--- src/rtl/aes_mode_ctrl.sv ---
// aes_mode_ctrl: packs a word stream into 128-bit blocks with ECB/CBC/CTR chaining.
// Build option AES_MODE_CTRL_PREFETCH_EN adds a second input buffer.
module aes_mode_ctrl #(
    parameter int WORD_W = 32,
    parameter int CNT_W  = 16
) (
    input  logic              clk_i,
    input  logic              rst_i,
    input  logic              clear_i,
    input  logic [1:0]        mode_i,
    input  logic              iv_load_i,
    input  logic [127:0]      iv_i,
    input  logic              in_valid_i,
    output logic              in_ready_o,
    input  logic [WORD_W-1:0] in_data_i,
    output logic              out_valid_o,
    input  logic              out_ready_i,
    output logic [WORD_W-1:0] out_data_o,
    output logic              core_req_o,
    input  logic              core_gnt_i,
    output logic [127:0]      core_block_o,
    input  logic              core_rvalid_i,
    input  logic [127:0]      core_block_i,
    output logic              busy_o,
    output logic [CNT_W-1:0]  block_cnt_o
);
    localparam int NWORDS = 128 / WORD_W;
    localparam int CW     = $clog2(NWORDS) + 1;
    localparam logic [CW-1:0] LAST = CW'(NWORDS - 1);

    typedef enum logic [2:0] {
        S_IDLE, S_FILL, S_ISSUE, S_WAIT, S_DRAIN
    } state_t;

    typedef enum logic [1:0] {
        M_ECB = 2'd0, M_CBC = 2'd1, M_CTR = 2'd2, M_RSV = 2'd3
    } mode_t;

    state_t           state_q, state_d;
    mode_t            mode_q;
    logic [127:0]     chain_q, in_buf_q, out_buf_q;
    logic [CW-1:0]    wcnt_q, ocnt_q;
    logic [CNT_W-1:0] blk_cnt_q;
    logic [127:0]     in_shift, out_shift, core_in, result;
    logic             fill_fire, fill_last, out_fire, drain_last;
    logic             take_res, is_cbc, is_ctr, next_issue, pre_room;

    if (NWORDS == 1) begin : g_one
        assign in_shift  = in_data_i;
        assign out_shift = '0;
    end else begin : g_many
        assign in_shift  = {in_buf_q[127-WORD_W:0], in_data_i};
        assign out_shift = {out_buf_q[127-WORD_W:0], {WORD_W{1'b0}}};
    end

    assign fill_fire  = in_valid_i & (state_q == S_FILL);
    assign fill_last  = fill_fire & (wcnt_q == LAST);
    assign out_fire   = out_ready_i & (state_q == S_DRAIN);
    assign drain_last = out_fire & (ocnt_q == LAST);
    assign take_res   = core_rvalid_i & (state_q == S_WAIT);
    assign is_cbc     = (mode_q == M_CBC);
    assign is_ctr     = (mode_q == M_CTR);

`ifdef AES_MODE_CTRL_PREFETCH_EN
    localparam logic [CW-1:0] FULL = CW'(NWORDS);

    logic [127:0]  pbuf_q, pbuf_d, pre_shift;
    logic [CW-1:0] pcnt_q, pcnt_d;
    logic          pre_fire;

    if (NWORDS == 1) begin : g_pre_one
        assign pre_shift = in_data_i;
    end else begin : g_pre_many
        assign pre_shift = {pbuf_q[127-WORD_W:0], in_data_i};
    end

    assign pre_room   = (pcnt_q != FULL) &
                        (state_q inside {S_ISSUE, S_WAIT, S_DRAIN});
    assign pre_fire   = in_valid_i & pre_room;
    assign pbuf_d     = pre_fire ? pre_shift : pbuf_q;
    assign pcnt_d     = pre_fire ? pcnt_q + CW'(1) : pcnt_q;
    assign next_issue = (pcnt_d == FULL);

    // Second buffer collects the next block while the current one is in flight
    always_ff @(posedge clk_i or posedge rst_i) begin
        if (rst_i) begin
            pbuf_q <= '0;
            pcnt_q <= '0;
        end else if (clear_i || drain_last) begin
            pbuf_q <= '0;
            pcnt_q <= '0;
        end else begin
            pbuf_q <= pbuf_d;
            pcnt_q <= pcnt_d;
        end
    end
`else
    assign pre_room   = 1'b0;
    assign next_issue = 1'b0;
`endif

    // Next state and handshake outputs
    always_comb begin
        state_d     = state_q;
        in_ready_o  = 1'b0;
        out_valid_o = 1'b0;
        core_req_o  = 1'b0;
        busy_o      = 1'b1;
        unique case (state_q)
            S_IDLE: begin
                busy_o = 1'b0;
                if (in_valid_i) state_d = S_FILL;
            end
            S_FILL: begin
                in_ready_o = 1'b1;
                busy_o     = (wcnt_q != '0);
                if (fill_last) state_d = S_ISSUE;
            end
            S_ISSUE: begin
                in_ready_o = pre_room;
                core_req_o = 1'b1;
                if (core_gnt_i) state_d = S_WAIT;
            end
            S_WAIT: begin
                in_ready_o = pre_room;
                if (core_rvalid_i) state_d = S_DRAIN;
            end
            S_DRAIN: begin
                in_ready_o  = pre_room;
                out_valid_o = 1'b1;
                if (drain_last) state_d = next_issue ? S_ISSUE : S_FILL;
            end
            default: state_d = S_IDLE;
        endcase
    end

    // Per-mode core input and result block
    always_comb begin
        core_in = in_buf_q;
        result  = core_block_i;
        unique case (1'b1)
            is_cbc: core_in = in_buf_q ^ chain_q;
            is_ctr: begin
                core_in = chain_q;
                result  = core_block_i ^ in_buf_q;
            end
            default: ;
        endcase
    end

    assign core_block_o = core_req_o ? core_in : '0;
    assign out_data_o   = out_buf_q[127 -: WORD_W];
    assign block_cnt_o  = blk_cnt_q;

    // State register; clear and reset both force IDLE
    always_ff @(posedge clk_i or posedge rst_i) begin
        if (rst_i)        state_q <= S_IDLE;
        else if (clear_i) state_q <= S_IDLE;
        else              state_q <= state_d;
    end

    // Block buffers and counters; soft clear drops partial and pending data
    always_ff @(posedge clk_i or posedge rst_i) begin
        if (rst_i) begin
            mode_q    <= M_ECB;
            in_buf_q  <= '0;
            out_buf_q <= '0;
            wcnt_q    <= '0;
            ocnt_q    <= '0;
            blk_cnt_q <= '0;
        end else if (clear_i) begin
            mode_q    <= M_ECB;
            in_buf_q  <= '0;
            out_buf_q <= '0;
            wcnt_q    <= '0;
            ocnt_q    <= '0;
            blk_cnt_q <= '0;
        end else begin
            if (state_q == S_IDLE && in_valid_i) mode_q <= mode_t'(mode_i);
            if (fill_fire) begin
                in_buf_q <= in_shift;
                wcnt_q   <= fill_last ? '0 : wcnt_q + CW'(1);
            end
            if (take_res) begin
                out_buf_q <= result;
                ocnt_q    <= '0;
            end else if (out_fire) begin
                out_buf_q <= out_shift;
                ocnt_q    <= drain_last ? '0 : ocnt_q + CW'(1);
            end
            if (drain_last) blk_cnt_q <= blk_cnt_q + CNT_W'(1);
`ifdef AES_MODE_CTRL_PREFETCH_EN
            if (drain_last) begin
                in_buf_q <= pbuf_d;
                wcnt_q   <= next_issue ? '0 : pcnt_d;
            end
`endif
        end
    end

    // Chain/counter register survives soft clear; only IV load rewrites it
    always_ff @(posedge clk_i or posedge rst_i) begin
        if (rst_i) begin
            chain_q <= '0;
        end else if (state_q == S_IDLE && iv_load_i) begin
            chain_q <= iv_i;
        end else if (!clear_i && take_res) begin
            if (is_cbc)      chain_q <= core_block_i;
            else if (is_ctr) chain_q <= chain_q + 128'd1;
        end
    end

endmodule

--- config.mk ---
export PLATFORM = sky130hd
export DESIGN_NAME = aes_mode_ctrl
export DESIGN_NICKNAME = d
export VERILOG_FILES = /design/src/rtl/aes_mode_ctrl.sv
export SDC_FILE = /design/constraint.sdc
export NUM_CORES = 1
export LEC_CHECK = 0
export ABC_AREA = 1
export CORE_UTILIZATION = 55
export DETAILED_ROUTE_END_ITERATION = 7
export GPL_ROUTABILITY_DRIVEN = 0
export GPL_TIMING_DRIVEN = 0
export PLACE_DENSITY = 0.82
export REMOVE_ABC_BUFFERS = 1
export SLEW_MARGIN = 20
export SYNTH_ARGS = -nofsm -noshare
export SYNTH_HDL_FRONTEND = slang
export SYNTH_SLANG_ARGS = --single-unit
--- constraint.sdc ---
create_clock -name clk_i -period 16.4 [get_ports clk_i]
set_input_delay 3.28 -clock clk_i [delete_from_list [all_inputs] [get_ports clk_i]]
set_output_delay 3.28 -clock clk_i [all_outputs]
set_load 0.005 [all_outputs]
==> flow_summary_export.csv <==
group,metric,value,unit
synthesis,synthTopCellsByCount,"1,281 x nand2_1, 652 x nor2_1, 426 x inv_1",
detailed_routing,drc,12,
grt,grt_pass1_wl,180800,um
grt,overflow,0,
timing,slew_headroom,0.1485,
setup_path,worstPathRequired,13.12,ns
synthesis,synth_seq_cells,411,
grt,grt_pass1_vias,30595,
timing,skew,0.04665,ns
cts,cts_hold_buf,0,
layout,finalNetCount,5002,
hold_path,worst_hold_path_type,"reg2reg",
layout,regArea,10280,um2
synthesis,synth_ff_type,"dfrtp_1",
floorplanning,fp.dieArea,53630,um2
cts,cts.htree.levels,2,
grt,grt_usage,0.4404,
synthesis,syn_area_per_cell,6.573,um2
detailed_routing,drt_iter0_markers,5201,
placement,place_hpwl,84810,um
grt,grt_max_degree,135,
timing,finalSetupTns,0,ns
timing,hold_violations,0,
pwr,ir_drop,0.0001151,V
setup_path,cp.arrival,4.51,ns
detailed_routing,firstDrtPassIters,8,
synthesis,synthArstFlopShare,1.000,
flow_run,cap_violations,0,
cts,cts_tree,"built",
synthesis,synth.most_common_cell,"nand2_1",
cts,ctsResizeCount,0,
detailed_routing,drt_wl_total,121500,um
timing,setup_violations,0,
synthesis,yosysSeqAreaShare,0.3548,
run_status,violations,"DRC",
setup_path,worstSetupPathType,"reg2out",
floorplanning,core,51720,um2
floorplanning,dieWidth,231.6,um
layout,drive_gt1_frac,0.03740,
grt,antenna_found_initial,13,
synthesis,netlist_instances,4410,
setup_path,crit_path_end_kind,"primary output",
placement,place_area,34480,um2
placement,portBuffers,477,
setup_path,start_kind,"register",
synthesis,synth_warnings,0,
floorplanning,row_count,83,
timing,max_freq,0.1283,GHz
timing,fin_crit_sh,0.4751,
synthesis,synth_area_leader_cell,"dfrtp_1",
floorplanning,die_h,231.6,um
layout,final_util,0.6985,
timing,period_needed,7.792,ns
floorplanning,start_util,0.5605,
timing,worstMarginPinSlew,1.276,ns
detailed_routing,post_drt_wl_per_cell,22.40,um
synthesis,synthDominantCellAreaShare,0.3548,
cts,post_cts_buffers,0,
synthesis,syn_area,28990,um2
cts,clock_sinks,411,
timing,holdWs,0.4790,ns
floorplanning,pin_count,478,
cts,cts_root_buf,"clkbuf_16",
layout,fin_area,36120,um2
detailed_routing,vias_per_cell,6.247,
pwr,finalPower,4.545,mW
synthesis,yosys-top-cells-area,"dfrtp_1 35%, nand2_1 17%, nor2_1 8.4%",
cts,numCtsBuffers,47,
timing,rsz0062_at_grt,"no",
layout,area_delta_synth_final,24.61,%
synthesis,synth_enable_flop_cells,0,
cts,clk_pin_slew,0.06,ns
cts,clk-insertion-delay-late,0.65,ns
synthesis,ys_types,42,
layout,nFillCells,4364,
timing,drv_slew,0,
pwr,powerDensity,125.8,nW/um2
cts,clk_path_buf_depth,3,
setup_path,crit_fanout,54,
pwr,power_leakage,15.24,nW
run_status,status,"complete, but fails checks",
detailed_routing,vias,33877,
layout,multi_input_area,15960,um2
detailed_routing,ant_nets,0,
through the flow:
step	worst slack, ns	std cells
CTS	8.705	5412
finish	8.608	5423
global route	8.576	5421
detailed placement	9.042	5328
global placement	-6.293	5291
floorplan	1.684	4134
final timing paths:
kind,startpoint,endpoint,slack (ns),cells after the start
setup reg to reg,mode_q[0],chain_q[13],11.57,11
setup / recovery,mode_q[1],core_block_o[77],8.61,9
hold / removal,out_buf_q[73],out_buf_q[73],0.48,2
min in group asynchronous,rst_i,ocnt_q[2],3.15,2
hold reg to reg,out_buf_q[73],out_buf_q[73],0.48,2
max in group asynchronous,rst_i,in_buf_q[89],11.68,4
critical path, cell delays in order (launching register included):
cell and delay, ns:
dfrtp_1 0.42, inv_1 0.13, ha_4 0.60, buf_16 0.35, inv_8 0.18, nand2_4 0.43, buf_16 0.32, a22oi_1 0.11
a311oi_1 0.64, clkdlybuf4s50_1 0.64
state kept, by name (all words and copies together), names as in the netlist:
signal / count
ocnt_q: 3
in_buf_q: 128
out_buf_q: 128
chain_q: 128
block_cnt_o: 16
state_q: 3
wcnt_q: 3
mode_q: 2
power breakdown:
group / internal [mW] / switching (mW) / total (mW)
Clock: 0.662 / 0.472 / 1.13
Combinational: 0.621 / 1.13 / 1.75
Sequential: 1.22 / 0.442 / 1.66
Total: 2.50 / 2.05 / 4.55
metal layers:
| metal | share of wire | vias to the layer above | global-route usage |
|---|---|---|---|
| li1 | - | 14957 | - |
| met1 | 0.36 | 15646 | 0.5824 |
| met2 | 0.43 | 2719 | 0.6528 |
| met3 | 0.14 | 549 | 0.1037 |
| met4 | 0.069 | 6 | 0.2671 |
| met5 | 0.00030 | - | 0 |
final cells by class:
type,count,share of cell area
antenna,11,0.0007620
clock buffer,70,0.03828
clock inverter,14,0.006512
inverter,434,0.04624
multi-input combinational,3289,0.4418
sequential,411,0.2847
tap,680,0.02355
timing repair buffer,514,0.1581
cell usage in the layout (no fill, tap or decap), drive strengths merged:
cell type and count:
a211oi 1, o21a 2, nand2 1291, o22ai 32
buf 37, o21ai 380, nor2 681, diode 11
nand3b 2, and2 3, a21oi 81, ha 7
inv 434, a311oi 80, o311ai 3, clkdlybuf4s50 477
nand3 208, a22oi 224, or2 2, a22o 2
o211ai 16, clkbuf 70, nor3 56, o31ai 2
xnor2 5, dfrtp 411, a31oi 1, xor2 149
nor4 48, bufinv 5, clkinv 9, a32oi 1
o21bai 3, nand4 8, a31o 1
logic make-up (layout without fill, tap and decap cells):
kind of cell,count (synthesis),in the layout,share of synthesized area
AO/OA/AOI/OAI,829,829,0.1772
buffers and inverters,710,1032,0.09776
flip-flops,411,411,0.3548
other,0,11,0
XOR/XNOR,154,154,0.04653
AND/OR/NAND/NOR,2299,2299,0.3207
adder cells (fa/ha/maj),7,7,0.003021
Power figures use the tool's default switching activity.
